[config.mk]
export PLATFORM = sky130hd
export DESIGN_NAME = wb_port_arbiter_flat
export DESIGN_NICKNAME = d
export VERILOG_FILES = /design/src/rtl/wb_port_arbiter_pkg.sv /design/src/rtl/wb_port_arbiter_if.sv /design/src/rtl/wb_port_arbiter_wb_mux.sv /design/src/rtl/wb_port_arbiter.sv /design/src/flat_wrapper.sv
export SDC_FILE = /design/constraint.sdc
export NUM_CORES = 1
export LEC_CHECK = 0
export ABC_AREA = 1
export BUFFER_PORTS_ARGS = -buffer_cell sky130_fd_sc_hd__buf_2
export CORE_MARGIN = 2
export CORE_UTILIZATION = 42
export DETAILED_ROUTE_END_ITERATION = 16
export GPL_TIMING_DRIVEN = 1
export PLACE_DENSITY = 0.76
export SYNTH_ARGS = -nofsm -noshare
export SYNTH_HDL_FRONTEND = slang
export SYNTH_SLANG_ARGS = --single-unit
[constraint.sdc]
create_clock -name i_clk -period 1.9 [get_ports i_clk]
set_input_delay 0.095 -clock i_clk [delete_from_list [all_inputs] [get_ports i_clk]]
set_output_delay 0.095 -clock i_clk [all_outputs]
set_load 0.02 [all_outputs]
[src/rtl/wb_port_arbiter_pkg.sv]
// Shared definitions for the write-back port arbiter.
//   arb_state_t : arbiter FSM states (IDLE / DBG_WAIT / DBG_FORCE)
//   src_sel_t   : which source owns the register-file write port this cycle
//   cnt_width() : width of the wait counter for a given MAX_WAIT
package wb_port_arbiter_pkg;

  typedef enum logic [1:0] {
    IDLE      = 2'd0,
    DBG_WAIT  = 2'd1,
    DBG_FORCE = 2'd2
  } arb_state_t;

  typedef enum logic [1:0] {
    SRC_NONE = 2'd0,
    SRC_WB   = 2'd1,
    SRC_DBG  = 2'd2
  } src_sel_t;

  // The counter must be able to hold MAX_WAIT itself.
  function automatic int cnt_width(input int max_wait);
    return $clog2(max_wait + 1);
  endfunction

endpackage

[src/rtl/wb_port_arbiter_if.sv]
// Bus bundle between the pipeline WB stage / debug unit and the arbiter.
//   i_wb_*      : pipeline write-back request and data
//   i_dbg_*     : debug-unit write request and data
//   o_dbg_ack   : one-cycle pulse, debug write performed or discarded
//   o_stall     : pipeline freeze for the current cycle
//   o_rf_*      : registered register-file write port
//
// Handshake: i_dbg_req is a level request that the debug unit holds, with
// i_dbg_rd/i_dbg_data stable, until it sees o_dbg_ack=1. The ack arrives the
// cycle after the grant; a request still sampled high in the ack cycle is
// treated as a brand-new request. i_wb_valid has no back-pressure other than
// o_stall: when o_stall=1 the WB stage contents are ignored and must be
// presented again once the pipeline resumes.
interface wb_port_arbiter_if #(
  parameter int NBITS    = 32,
  parameter int NREGBITS = 5
) ();

  logic                i_wb_valid;
  logic                i_wb_MemToReg;
  logic [NBITS-1:0]    i_wb_MemData;
  logic [NBITS-1:0]    i_wb_ALU_result;
  logic [NREGBITS-1:0] i_wb_rd;
  logic                i_dbg_req;
  logic [NREGBITS-1:0] i_dbg_rd;
  logic [NBITS-1:0]    i_dbg_data;
  logic                o_dbg_ack;
  logic                o_stall;
  logic                o_rf_we;
  logic [NREGBITS-1:0] o_rf_addr;
  logic [NBITS-1:0]    o_rf_data;

  // Arbiter side.
  modport slave (
    input  i_wb_valid, i_wb_MemToReg, i_wb_MemData, i_wb_ALU_result, i_wb_rd,
    input  i_dbg_req, i_dbg_rd, i_dbg_data,
    output o_dbg_ack, o_stall, o_rf_we, o_rf_addr, o_rf_data
  );

  // Pipeline / debug-unit side.
  modport master (
    output i_wb_valid, i_wb_MemToReg, i_wb_MemData, i_wb_ALU_result, i_wb_rd,
    output i_dbg_req, i_dbg_rd, i_dbg_data,
    input  o_dbg_ack, o_stall, o_rf_we, o_rf_addr, o_rf_data
  );

endinterface

[src/rtl/wb_port_arbiter_wb_mux.sv]
// Memory-to-register mux of the WB stage.
//   i_mem_to_reg : 0 = ALU result, 1 = memory (load/LUI) data
//   i_mem_data   : data from the MEM stage
//   i_alu_result : ALU result
//   o_wb_data    : selected write-back data
module wb_port_arbiter_wb_mux #(
  parameter int NBITS = 32
) (
  input  logic             i_mem_to_reg,
  input  logic [NBITS-1:0] i_mem_data,
  input  logic [NBITS-1:0] i_alu_result,
  output logic [NBITS-1:0] o_wb_data
);

  assign o_wb_data = i_mem_to_reg ? i_mem_data : i_alu_result;

endmodule

[src/rtl/wb_port_arbiter.sv]
// Register-file write-port arbiter between the pipeline WB stage and a
// debug unit. The pipeline normally wins; a debug request that keeps losing
// is forced through after MAX_WAIT cycles by stalling the pipeline once.
//   i_clk, i_reset : clock, synchronous active-high reset
//   bus            : request/data inputs and registered write port (slave)
//   o_fsm_state    : current arbiter state, for observation
//   o_wait_cnt     : cycles the pending debug request has lost so far
module wb_port_arbiter
  import wb_port_arbiter_pkg::*;
#(
  parameter int  NBITS    = 32,
  parameter int  NREGBITS = 5,
  parameter int  MAX_WAIT = 4,
  localparam int CW       = cnt_width(MAX_WAIT)
) (
  input  logic                i_clk,
  input  logic                i_reset,
  wb_port_arbiter_if.slave    bus,
  output arb_state_t          o_fsm_state,
  output logic [CW-1:0]       o_wait_cnt
);

  arb_state_t          state_q, state_d;
  logic [CW-1:0]       cnt_q, cnt_d, cnt_inc;
  src_sel_t            src;
  logic [NBITS-1:0]    wb_data;
  logic                rf_we_q, ack_q;
  logic [NREGBITS-1:0] rf_addr_q;
  logic [NBITS-1:0]    rf_data_q;

  wb_port_arbiter_wb_mux #(.NBITS(NBITS)) u_wb_mux (
    .i_mem_to_reg (bus.i_wb_MemToReg),
    .i_mem_data   (bus.i_wb_MemData),
    .i_alu_result (bus.i_wb_ALU_result),
    .o_wb_data    (wb_data)
  );

  assign cnt_inc = cnt_q + CW'(1);

  // State register.
  always_ff @(posedge i_clk) begin
    if (i_reset) begin
      state_q <= IDLE;
      cnt_q   <= '0;
    end else begin
      state_q <= state_d;
      cnt_q   <= cnt_d;
    end
  end

  // Next state, counter and grant selection.
  always_comb begin
    state_d = state_q;
    cnt_d   = cnt_q;
    src     = SRC_NONE;
    case (state_q)
      IDLE: begin
        cnt_d = '0;
        if (bus.i_dbg_req && !bus.i_wb_valid) begin
          src = SRC_DBG;
        end else if (bus.i_dbg_req && bus.i_wb_valid) begin
          src   = SRC_WB;
          cnt_d = CW'(1);
          // With MAX_WAIT=1 the first lost cycle already exhausts the budget.
          state_d = (MAX_WAIT == 1) ? DBG_FORCE : DBG_WAIT;
        end else if (bus.i_wb_valid) begin
          src = SRC_WB;
        end
      end
      DBG_WAIT: begin
        if (!bus.i_dbg_req) begin
          // Debug unit withdrew: drop the pending request silently.
          state_d = IDLE;
          cnt_d   = '0;
          if (bus.i_wb_valid) src = SRC_WB;
        end else if (!bus.i_wb_valid) begin
          src     = SRC_DBG;
          state_d = IDLE;
          cnt_d   = '0;
        end else begin
          src   = SRC_WB;
          cnt_d = cnt_inc;
          if (cnt_inc == CW'(MAX_WAIT)) state_d = DBG_FORCE;
        end
      end
      DBG_FORCE: begin
        // Pipeline is frozen this cycle, so its WB contents are ignored.
        src     = SRC_DBG;
        cnt_d   = '0;
        state_d = IDLE;
      end
      default: begin
        state_d = IDLE;
        cnt_d   = '0;
      end
    endcase
  end

  // Moore outputs decoded from the state.
  always_comb begin
    bus.o_stall = (state_q == DBG_FORCE);
    o_fsm_state = state_q;
    o_wait_cnt  = cnt_q;
  end

  // Registered write port. Writes to r0 are suppressed but still acked.
  always_ff @(posedge i_clk) begin
    if (i_reset) begin
      rf_we_q   <= 1'b0;
      rf_addr_q <= '0;
      rf_data_q <= '0;
      ack_q     <= 1'b0;
    end else begin
      case (src)
        SRC_WB: begin
          rf_we_q   <= (bus.i_wb_rd != '0);
          rf_addr_q <= bus.i_wb_rd;
          rf_data_q <= wb_data;
          ack_q     <= 1'b0;
        end
        SRC_DBG: begin
          rf_we_q   <= (bus.i_dbg_rd != '0);
          rf_addr_q <= bus.i_dbg_rd;
          rf_data_q <= bus.i_dbg_data;
          ack_q     <= 1'b1;
        end
        default: begin
          rf_we_q <= 1'b0;
          ack_q   <= 1'b0;
        end
      endcase
    end
  end

  assign bus.o_rf_we   = rf_we_q;
  assign bus.o_rf_addr = rf_addr_q;
  assign bus.o_rf_data = rf_data_q;
  assign bus.o_dbg_ack = ack_q;

endmodule
[src/flat_wrapper.sv]
// flat-port wrapper written by rule: the top's interface ports become plain ports
module wb_port_arbiter_flat import wb_port_arbiter_pkg::*;
#(
  parameter int  NBITS    = 32,
  parameter int  NREGBITS = 5,
  parameter int  MAX_WAIT = 4,
  localparam int CW       = cnt_width(MAX_WAIT)
)
  (i_clk, i_reset, o_fsm_state, o_wait_cnt, bus_i_wb_valid, bus_i_wb_MemToReg, bus_i_wb_MemData, bus_i_wb_ALU_result, bus_i_wb_rd, bus_i_dbg_req, bus_i_dbg_rd, bus_i_dbg_data, bus_o_dbg_ack, bus_o_stall, bus_o_rf_we, bus_o_rf_addr, bus_o_rf_data);
  wb_port_arbiter_if #(.NBITS(NBITS), .NREGBITS(NREGBITS)) bus_i ();
  input  logic i_clk;
  input  logic i_reset;
  output arb_state_t o_fsm_state;
  output logic [CW-1:0] o_wait_cnt;
  input wire logic [$bits(bus_i.i_wb_valid)-1:0] bus_i_wb_valid;
  input wire logic [$bits(bus_i.i_wb_MemToReg)-1:0] bus_i_wb_MemToReg;
  input wire logic [$bits(bus_i.i_wb_MemData)-1:0] bus_i_wb_MemData;
  input wire logic [$bits(bus_i.i_wb_ALU_result)-1:0] bus_i_wb_ALU_result;
  input wire logic [$bits(bus_i.i_wb_rd)-1:0] bus_i_wb_rd;
  input wire logic [$bits(bus_i.i_dbg_req)-1:0] bus_i_dbg_req;
  input wire logic [$bits(bus_i.i_dbg_rd)-1:0] bus_i_dbg_rd;
  input wire logic [$bits(bus_i.i_dbg_data)-1:0] bus_i_dbg_data;
  output wire logic [$bits(bus_i.o_dbg_ack)-1:0] bus_o_dbg_ack;
  output wire logic [$bits(bus_i.o_stall)-1:0] bus_o_stall;
  output wire logic [$bits(bus_i.o_rf_we)-1:0] bus_o_rf_we;
  output wire logic [$bits(bus_i.o_rf_addr)-1:0] bus_o_rf_addr;
  output wire logic [$bits(bus_i.o_rf_data)-1:0] bus_o_rf_data;
  assign bus_i.i_wb_valid = bus_i_wb_valid;
  assign bus_i.i_wb_MemToReg = bus_i_wb_MemToReg;
  assign bus_i.i_wb_MemData = bus_i_wb_MemData;
  assign bus_i.i_wb_ALU_result = bus_i_wb_ALU_result;
  assign bus_i.i_wb_rd = bus_i_wb_rd;
  assign bus_i.i_dbg_req = bus_i_dbg_req;
  assign bus_i.i_dbg_rd = bus_i_dbg_rd;
  assign bus_i.i_dbg_data = bus_i_dbg_data;
  assign bus_o_dbg_ack = bus_i.o_dbg_ack;
  assign bus_o_stall = bus_i.o_stall;
  assign bus_o_rf_we = bus_i.o_rf_we;
  assign bus_o_rf_addr = bus_i.o_rf_addr;
  assign bus_o_rf_data = bus_i.o_rf_data;
  wb_port_arbiter #(.NBITS(NBITS), .NREGBITS(NREGBITS), .MAX_WAIT(MAX_WAIT)) u_core (.i_clk(i_clk), .i_reset(i_reset), .bus(bus_i), .o_fsm_state(o_fsm_state), .o_wait_cnt(o_wait_cnt));
endmodule
# == Word-level counts from Yosys, hierarchy flattened ==
# Index checks and enable logic that the tools add are counted.
# classes
eq_ne,8
addsub,1
n_reduce_logical,8
n_mux,22
# ops
cell,n
32-bit one-hot mux with 2 select lines,1
32-bit 2-to-1 mux,1
2-bit 2-to-1 mux,9
5-bit one-hot mux with 2 select lines,1
5-bit nonzero test,2
3-bit 2-to-1 mux,3
2-bit one-hot mux with 3 select lines,1
3-bit one-hot mux with 2 select lines,1
"2-bit by 1-bit == test with 1-bit output, second input constant",2
"2-bit == test, second input constant",2
"4-bit by 3-bit inequality test with 1-bit output, second input constant",1
2-bit one-hot mux with 2 select lines,1
"3-bit by 1-bit adder with 3-bit output, second input constant",1
"3-bit == test, second input constant",1
1-bit 2-to-1 mux,3
3-bit AND reduction,1
1-bit logical AND,2
2-bit zero test,1
"2-bit by 1-bit inequality test with 1-bit output, second input constant",1
"2-bit inequality test, second input constant",1
1-bit one-hot mux with 2 select lines,1
2-bit nonzero test,1
1-bit zero test,1
# totals
regBits,44
output_inout_bits,45
in_bits,111
wordCells,45

# == Longest topological paths before layout ==
# Gate-level depths: netlist of the first run.
# logic_depth
word_depth,6
mapped_depth,11
ltp_nobuf,9

# == Modules after synthesis ==
# From an unflattened synthesis of the first run, not the netlist that was laid out.
# unflattened
cells_unflattened,355
hier_area_um2,2526.2
# by_module_without_submodules
module,instances,cells_each,area_per_inst_um2,seq_area_each_um2
wb_port_arbiter,1,251,2034.5,880.8
wb_port_arbiter_wb_mux,1,104,491.7,0.0

# == Least setup slack after synthesis of the first run ==
# OpenSTA, ideal clock, no wires.
# synth_path
kind,register -> register
startpoint,register u_core.state_q[1] (netlist: u_core.o_fsm_state[1])
endpoint,register u_core.rf_data_q[0] (netlist: u_core.bus.o_rf_data[0])
arrival_ps,1706
period_less_slack_ps,1764
path_buffers,2
setup_slack_ps,136
setup_ps,58
stages_incl_launch_ff,11
required_ps,1842
cell_sequence,dfxtp_1 > inv_1 > o22ai_1 > ha_1 > buf_6 > inv_4 > nand2_2 > buf_2 > nor2_1 > nand2_1 > nand2_1
# synth_between
elab_chain_cells,4
word_cells_on_any_way,8
cone_classes,eq/ne (4); mux (2); reduce/logical (2)
# synth_rtl
item,line_no,rtl
"start, declared",wb_port_arbiter.sv:23,"arb_state_t state_q, state_d;"
"start signal, assigned",wb_port_arbiter.sv:46,state_q <= state_d;
"2-bit == test, or another cell as far along",wb_port_arbiter.sv:56,case (state_q)
2-bit one-hot mux with 3 select lines (*),wb_port_arbiter.sv:56,
2-bit == test / 2-bit by 1-bit == test with 1-bit output (equally long branches),wb_port_arbiter.sv:114,case (src)
32-bit one-hot mux with 2 select lines / 2-bit nonzero test (equally long branches),-,
"end signal, assigned",wb_port_arbiter.sv:118,rf_data_q <= wb_data;
"end signal, assigned",wb_port_arbiter.sv:124,rf_data_q <= bus.i_dbg_data;
"end, declared",wb_port_arbiter.sv:29,logic [NBITS-1:0] rf_data_q;
# Mark *: on every way between the ends. The rest lies on a longest branch, timed or not.
# A chain may end at the register's enable or synchronous reset.

# == Worst setup path in the final report of the first run ==
# layout_path
startpoint,register u_core.state_q[1] (netlist: u_core.o_fsm_state[1])
endpoint,register u_core.rf_addr_q[3] (netlist: u_core.bus.o_rf_addr[3])
# layout_between
elab_chain_cells,4
word_cells_on_any_way,8
cone_classes,eq/ne (4); mux (2); reduce/logical (2)
# layout_rtl
item,line_no,rtl
"2-bit == test, or another cell as far along",wb_port_arbiter.sv:56,
2-bit one-hot mux with 3 select lines (*),wb_port_arbiter.sv:56,
2-bit == test / 2-bit by 1-bit == test with 1-bit output (equally long branches),wb_port_arbiter.sv:114,
5-bit one-hot mux with 2 select lines / 2-bit nonzero test (equally long branches),-,
"end signal, assigned",wb_port_arbiter.sv:117,rf_addr_q <= bus.i_wb_rd;
"end signal, assigned",wb_port_arbiter.sv:123,rf_addr_q <= bus.i_dbg_rd;
"end, declared",wb_port_arbiter.sv:28,logic [NREGBITS-1:0] rf_addr_q;
# Marked as above.

==> results of run 1 <==
-- per-layer routing --
metal  vias up  GRT usage  part of all wire
li1       1484          -                 -
met1      1237      0.232              0.41
met2       118      0.403              0.49
met3        10     0.0625             0.090
met4         0     0.0552            0.0097
met5         -          0                 0
-- power by group --
part	internal (mW)	switching, mW	leakage (nW)
Clock	0.324	0.290	0.0503
Sequential	1.00	0.0404	0.363
Combinational	0.245	0.347	1.53
Total	1.57	0.678	1.94
-- area by class of cell --
type / count / area, um2
tap: 72 / 90.1
clock buffer: 7 / 96.3
inverter: 13 / 51.3
fill: 543 / 2190
timing repair buffer: 165 / 878
multi-input combinational: 303 / 1290
sequential: 44 / 881
-- placed cells by master (no fill, tap or decap) --
cell type and instances:
nand4_1 1, clkbuf_8 7, a211o_1 1, o31ai_1 3
inv_4 1, a21oi_1 13, inv_1 10, dfxtp_1 44
nor3_1 1, buf_4 7, dlygate4sd3_1 1, o21ai_0 10
buf_2 155, inv_2 2, ha_2 1, nand3b_1 1
o22ai_2 1, nand2_1 167, xnor2_1 1, ha_1 4
buf_12 2, a31oi_1 1, nand3_1 28, nor2_1 69
nand2_2 1
-- flip-flops by register name, summed over array words and instances, names as in the netlist --
signal / count
u_core.bus.o_dbg_ack: 1
u_core.bus.o_rf_we: 1
u_core.bus.o_rf_data: 32
u_core.bus.o_rf_addr: 5
u_core.o_wait_cnt: 3
u_core.o_fsm_state: 2
-- worst reg2reg max path: stages, from the launching register on --
cell and delay (ps):
dfxtp_1 330, inv_1 130, nand2_1 80, o22ai_2 140, ha_2 350, inv_4 100
nand2_2 60, buf_4 200, o31ai_1 240
-- through the flow --
| stage | std cells | utilization |
|---|---|---|
| floorplan | 382 | - |
| global placement | 596 | 0.580 |
| detailed placement | 596 | 0.580 |
| CTS | 604 | 0.599 |
| global route | 604 | 0.601 |
| finish | 604 | 0.601 |
-- repair_timing --
item / in CTS / in global routing
endpoints found under the hold margin: 2 / 0
hold buffers: 1 / 0
endpoints found under the setup margin: 0 / 4
gates resized for setup: 0 / 2
-- cell families after synthesis --
family | Yosys count
simple gates | 268
flops | 44
buf+inv | 35
compound gates | 29
fa+ha+maj | 5
xor+xnor | 1
-- worst max-delay path by stage --
| stage | start | endpoint | slack, ps | cells past startpoint |
|---|---|---|---|---|
| 2_1_floorplan | u_core.o_fsm_state[1] | u_core.bus.o_rf_data[0] | 140 | 10 |
| 6_report | u_core.o_fsm_state[1] | u_core.bus.o_rf_addr[3] | 180 | 8 |
| 3_5_place_dp | u_core.o_fsm_state[1] | u_core.bus.o_rf_addr[3] | 130 | 8 |
| 4_1_cts | u_core.o_fsm_state[1] | u_core.bus.o_rf_addr[3] | 100 | 8 |
| 3_3_place_gp | u_core.o_fsm_state[1] | u_core.bus.o_rf_addr[3] | 200 | 8 |
| 5_1_grt | u_core.o_fsm_state[1] | u_core.bus.o_rf_addr[3] | 30 | 8 |
==> results.md, run 1 <==
* Crit share post-route at 0.907
* Arr. time, crit path at ~1900 ps
* Max-slew headroom at 0.634
* Root Driver: clkbuf_8
* Synth Register Bits at 44
* GPL Wtd Cong at 0.862
* 1st-pass router iterations at 4
* Synthesized area at ~0.0024 mm2
* Hold path startpoint: bus_i_wb_rd[2]
* Largest family of logic cells by synthesized area: simple AND/OR/NAND/NOR gates
* Area share of the largest cell type after synthesis at 0.374
* Min-delay worst type: in2reg
* Final HPWL DP at roughly 5.2 mm
* Worst-margin pin slew at between 500 and 600 ps
* Crit-path slowest cell: ha_2
* Max Freq at 580 MHz
* Status: finished, final reports clean
* H-tree depth at 2
* Tot Pwr at roughly 2.2 mW
* Full die area at slightly above 0.006 mm2
* Nets at about 650
* DIE WIDTH at between 70 and 80 um
* Worst setup slack after layout at 177 ps
* Placement Setup Slack at approximately 130 ps
* Setup TNS at 0 ps
* Part of the Yosys area used for sequential elements at 0.374
* Clock sinks at 44
* Largest net degree at the start of global routing at 33
* Total GRT Usage at 0.213
* Layout cells sized above 1 at 0.333
* RSZ-0062 raised after global routing: no
* Worst-path fanout max at 18
* Boundary Pins at about 160
* Synth area leader: dfxtp_1
* CP Capture Type: flip-flop
* Layout Area Growth over Synthesis at 39.4%
* First-pass GRT wire length at about 11 mm
* PD cells at about 680 mW/mm2
* Post-Synth Simple-Gate Area at 0.446
* Rows at 27
* CP Class: reg2reg
* VDD IR-drop max at between 300 and 400 uV
* Die height at roughly 79 um
* Antenna violations before repair at 0
* Final Hold Fails at 0
* Via count at roughly 2800
* Final setup violation count at 0
* Post-synth EDFFs at 0
* Vias/cell at about 4.7
* Crit path largest cell delay at about 340 ps
* # diodes at 0
* Main flop type after synthesis: dfxtp_1
* CTS tree: built
* Post-CTS setup buffers at 0
* Yosys cell types at 23
* Worst R2R Setup Slack at 180 ps
* Top cells by count, synth: nand2_1, nor2_1, dfxtp_1, nand3_1
* Placed cell area at 0.00317 mm2
* Crit path time final at 1720 ps
* Remaining DRCs at 0
* DRT iter0 DRCs at 117
* Number of global-route vias before repair at 2541
* Hold WS at a little under 100 ps
* Yosys warning total at 0
* Ys async rst share at 0
* Overflow after GRT at 0
* Top-count cell post-synth: nand2_1
* Hold EP: u_core.bus.o_rf_addr[2]
* Port Buffers at about 160
* Clk buf depth at 2
* Critical-path cell list: inv_1 -> nand2_1 -> o22ai_2 -> ha_2 -> inv_4 -> nand2_2 -> buf_4 -> o31ai_1
* Post-Synth Adder-Cell Area at 0.0265
* CP delay by family, top: buffers and inverters
* Largest cells by area after synthesis: dfxtp_1, nand2_1, nor2_1
* Syn avg cell area at 6.17 um2
* Final slew viol count at 0
* CTS Buf Count at 5
* Fin area at around 0.0033 mm2
* Fin Clk Skew at 6.93 ps
* Post-synth net total at roughly 500
* Leak pwr at 1.94 nW
* Worst r2r dst: u_core.bus.o_rf_addr[3]
* Worst Path Required at 2100 ps
* Critical path buffer and inverter count at 3
* Type of origin of the critical path: flip-flop
* Multiplexer share of the synthesized area at 0
* Hold depth at 3
* RR Startpoint: u_core.o_fsm_state[1]
* Synth Area in Compound Gates at 0.0674
* Clk_lat worst skew at between 200 and 300 ps
* Final wirelength at ~6.8 mm
* Initial Util at 0.431
* Wire per inst at approximately 11 um
* Syn Inst Count at approximately 380
* Max cap viols at 0
* Clock slew at reported path FFs at roughly 80 ps
* Post-route ant nets at 0
* R2R cell count at 8
* Post-Synth XOR/XNOR Area at 0.00372
* Core area at between 0.005 and 0.006 mm2
No activity file was read; power rests on OpenSTA's default activity.
==> run 2, diff against run 1 <==
Settings changed: PLACE_DENSITY 0.76 to 0.81.
==> results.md, run 2 (synthesis gave the netlist of run 1 again) <==
* Max cap viols at 0 (unchanged)
* Fin Clk Skew at 7.95 ps (+1.01 ps)
* Wire per inst at 10.8 um (-4.1%)
* Final HPWL DP at 5.07 mm (-2.3%)
* Min-delay worst type: in2reg
* Vias/cell at 4.59 (-2.8%)
* 1st-pass router iterations at 4 (unchanged)
* Nets at 648 (unchanged)
* # diodes at 0 (unchanged)
* First-pass GRT wire length at 10.1 mm (-6.3%)
* RR Startpoint: u_core.o_fsm_state[1]
* Number of global-route vias before repair at 2446 (-3.7%)
* Worst r2r dst: u_core.bus.o_rf_addr[3]
* Critical-path cell list: inv_1 -> nand2_1 -> o22ai_2 -> ha_1 -> inv_4 -> nand2_2 -> buf_4 -> o31ai_1
* Status: finished, final reports clean
* Port Buffers at 155 (unchanged)
* Rows at 27 (unchanged)
* Most frequent cells in the layout: nand2_1, buf_2, nor2_1
* Clk buf depth at 2 (unchanged)
* Worst Path Required at 2100 ps (about the same)
* PD cells at 720 mW/mm2 (+5.4%)
* Worst R2R Setup Slack at 170 ps (about the same)
* CP Capture Type: flip-flop
* Final slew viol count at 0 (unchanged)
* Die height at 78.9 um (unchanged)
* Crit path time final at 1730 ps (+6.25 ps)
* Remaining DRCs at 0 (unchanged)
* Post-route ant nets at 0 (unchanged)
* Full die area at 0.00623 mm2 (unchanged)
* Clk_lat worst skew at 290 ps (about the same)
* Worst setup path endpoint: u_core.bus.o_rf_addr[3]
* Crit-path slowest cell: dfxtp_1
* GPL Wtd Cong at 0.878 (+1.9%)
* Most common cell after layout, fill and taps aside: nand2_1
* VDD IR-drop max at 343 uV (-2.2%)
* RSZ-0062 raised after global routing: no
* Crit path largest cell delay at 330 ps (about the same)
* Root Driver: clkbuf_8
* Core area at 0.00547 mm2 (unchanged)
* Layout cells sized above 1 at 0.332 (-0.000624)
* Via count at 2775 (-2.6%)
* Clock sinks at 44 (unchanged)
* H-tree depth at 2 (unchanged)
* Arr. time, crit path at 1930 ps (about the same)
* Leak pwr at 1.96 nW (+0.82%)
* # fillers at 560 (+3.1%)
* Critical path buffer and inverter count at 3 (unchanged)
* CP delay by family, top: buffers and inverters
* Max-slew headroom at 0.650 (+0.0163)
* CP Class: reg2reg
* Cell count along the critical path at 8 (unchanged)
* CTS tree: built
* DRT iter0 DRCs at 74 (-37%)
* R2R cell count at 8 (unchanged)
* Max reg flops at 32 (unchanged)
* Reg area at 881 um2 (unchanged)
* Final Hold Fails at 0 (unchanged)
* CTS Buf Count at 5 (unchanged)
* Crit share post-route at 0.910 (+0.00329)
* Largest net degree at the start of global routing at 34 (+3.0%)
* Worst-margin pin slew at 524 ps (-24.4 ps)
* Final wirelength at 6.54 mm (-3.9%)
* Layout Area Growth over Synthesis at 40.6%
* Total GRT Usage at 0.202 (-0.0118)
* Clock slew at reported path FFs at 80 ps (about the same)
* M2 GR Usage at 0.378 (-0.0248)
* Multi-input logic area at 0.00129 mm2 (-0.19%)
* Setup TNS at 0 ps (unchanged)
* Tot Pwr at 2.39 mW (+6.3%)
* Type of origin of the critical path: flip-flop
* Worst setup path start: u_core.o_fsm_state[1]
* Initial Util at 0.431 (unchanged)
* Max Freq at 578 MHz (-0.36%)
* Boundary Pins at 156 (unchanged)
* GR peak layer: met2
* Global Route met3 Usage at 0.0580 (-0.00455)
* Antenna violations before repair at 0 (unchanged)
* Worst-path fanout max at 16 (-2)
* Final setup violation count at 0 (unchanged)
* DIE WIDTH at 78.9 um (unchanged)
* Met1 usage at 0.222 (-0.0105)
* Overflow after GRT at 0 (unchanged)
## run 2: changes by cell type in the layout (fill, tap and decap cells not counted), sizes merged
cell,change
bufinv,+1
## run 2: power by group
group          total (mW)  internal [mW]  switching (mW)  leakage, nW
Combinational       0.588          0.244           0.344         1.53
Clock               0.760          0.464           0.296       0.0645
Sequential           1.04           1.00          0.0397        0.363
## run 2: cell type report
class | instances | share of cell area
Clock inverter | 1 | 0.00906
Timing Repair Buffer | 165 | 0.265
Clock buffer | 7 | 0.0291
Sequential cell | 44 | 0.266
Inverter | 13 | 0.0155
Tap cell | 72 | 0.0272
Multi-Input combinational cell | 303 | 0.388
## run 2: repair_timing
item,4_1_cts,5_1_grt
endpoints found under the setup margin,0,3
hold buffers,1,0
endpoints found under the hold margin,2,0
gates resized for setup,0,1
buffers inserted,0,0
## run 2: per-layer routing
layer / wire [um] / vias to the layer above / share of wire
met5: 0 / - / 0
met4: 78 / 0 / 0.012
met3: 537 / 9 / 0.082
met2: 3190 / 101 / 0.49
met1: 2730 / 1181 / 0.42
li1: - / 1484 / -
## run 2: per-stage QoR
stage	area, um2	cells	hold slack (ps)	setup slack (ps)	utilization
after floorplan	2360	382	167	136	-
after global placement	3170	596	289	246	0.580
after detailed placement	3170	596	294	136	0.580
after CTS	3310	605	76.1	105	0.604
after global routing	3310	605	93.2	67.6	0.606
final	3310	605	86.4	171	0.606
## run 2: worst register-to-register path: stages (launching register included)
cell and delay, ps:
dfxtp_1 330, inv_1 140, nand2_1 90, o22ai_2 150, ha_1 310, inv_4 110
nand2_2 60, buf_4 200, o31ai_1 250
## run 2: worst min path at each step
stage                                    end                    start  cells after the start  slack, ps
floorplan               u_core.o_wait_cnt[0]                  i_reset                      1        170
global placement        u_core.o_wait_cnt[0]                  i_reset                      2        290
detailed placement      u_core.o_wait_cnt[0]                  i_reset                      2        290
CTS                 u_core.bus.o_rf_data[23]       bus_i_dbg_data[23]                      3         80
global route         u_core.bus.o_rf_data[7]   bus_i_wb_ALU_result[7]                      5         90
finish              u_core.bus.o_rf_data[19]  bus_i_wb_ALU_result[19]                      5         90
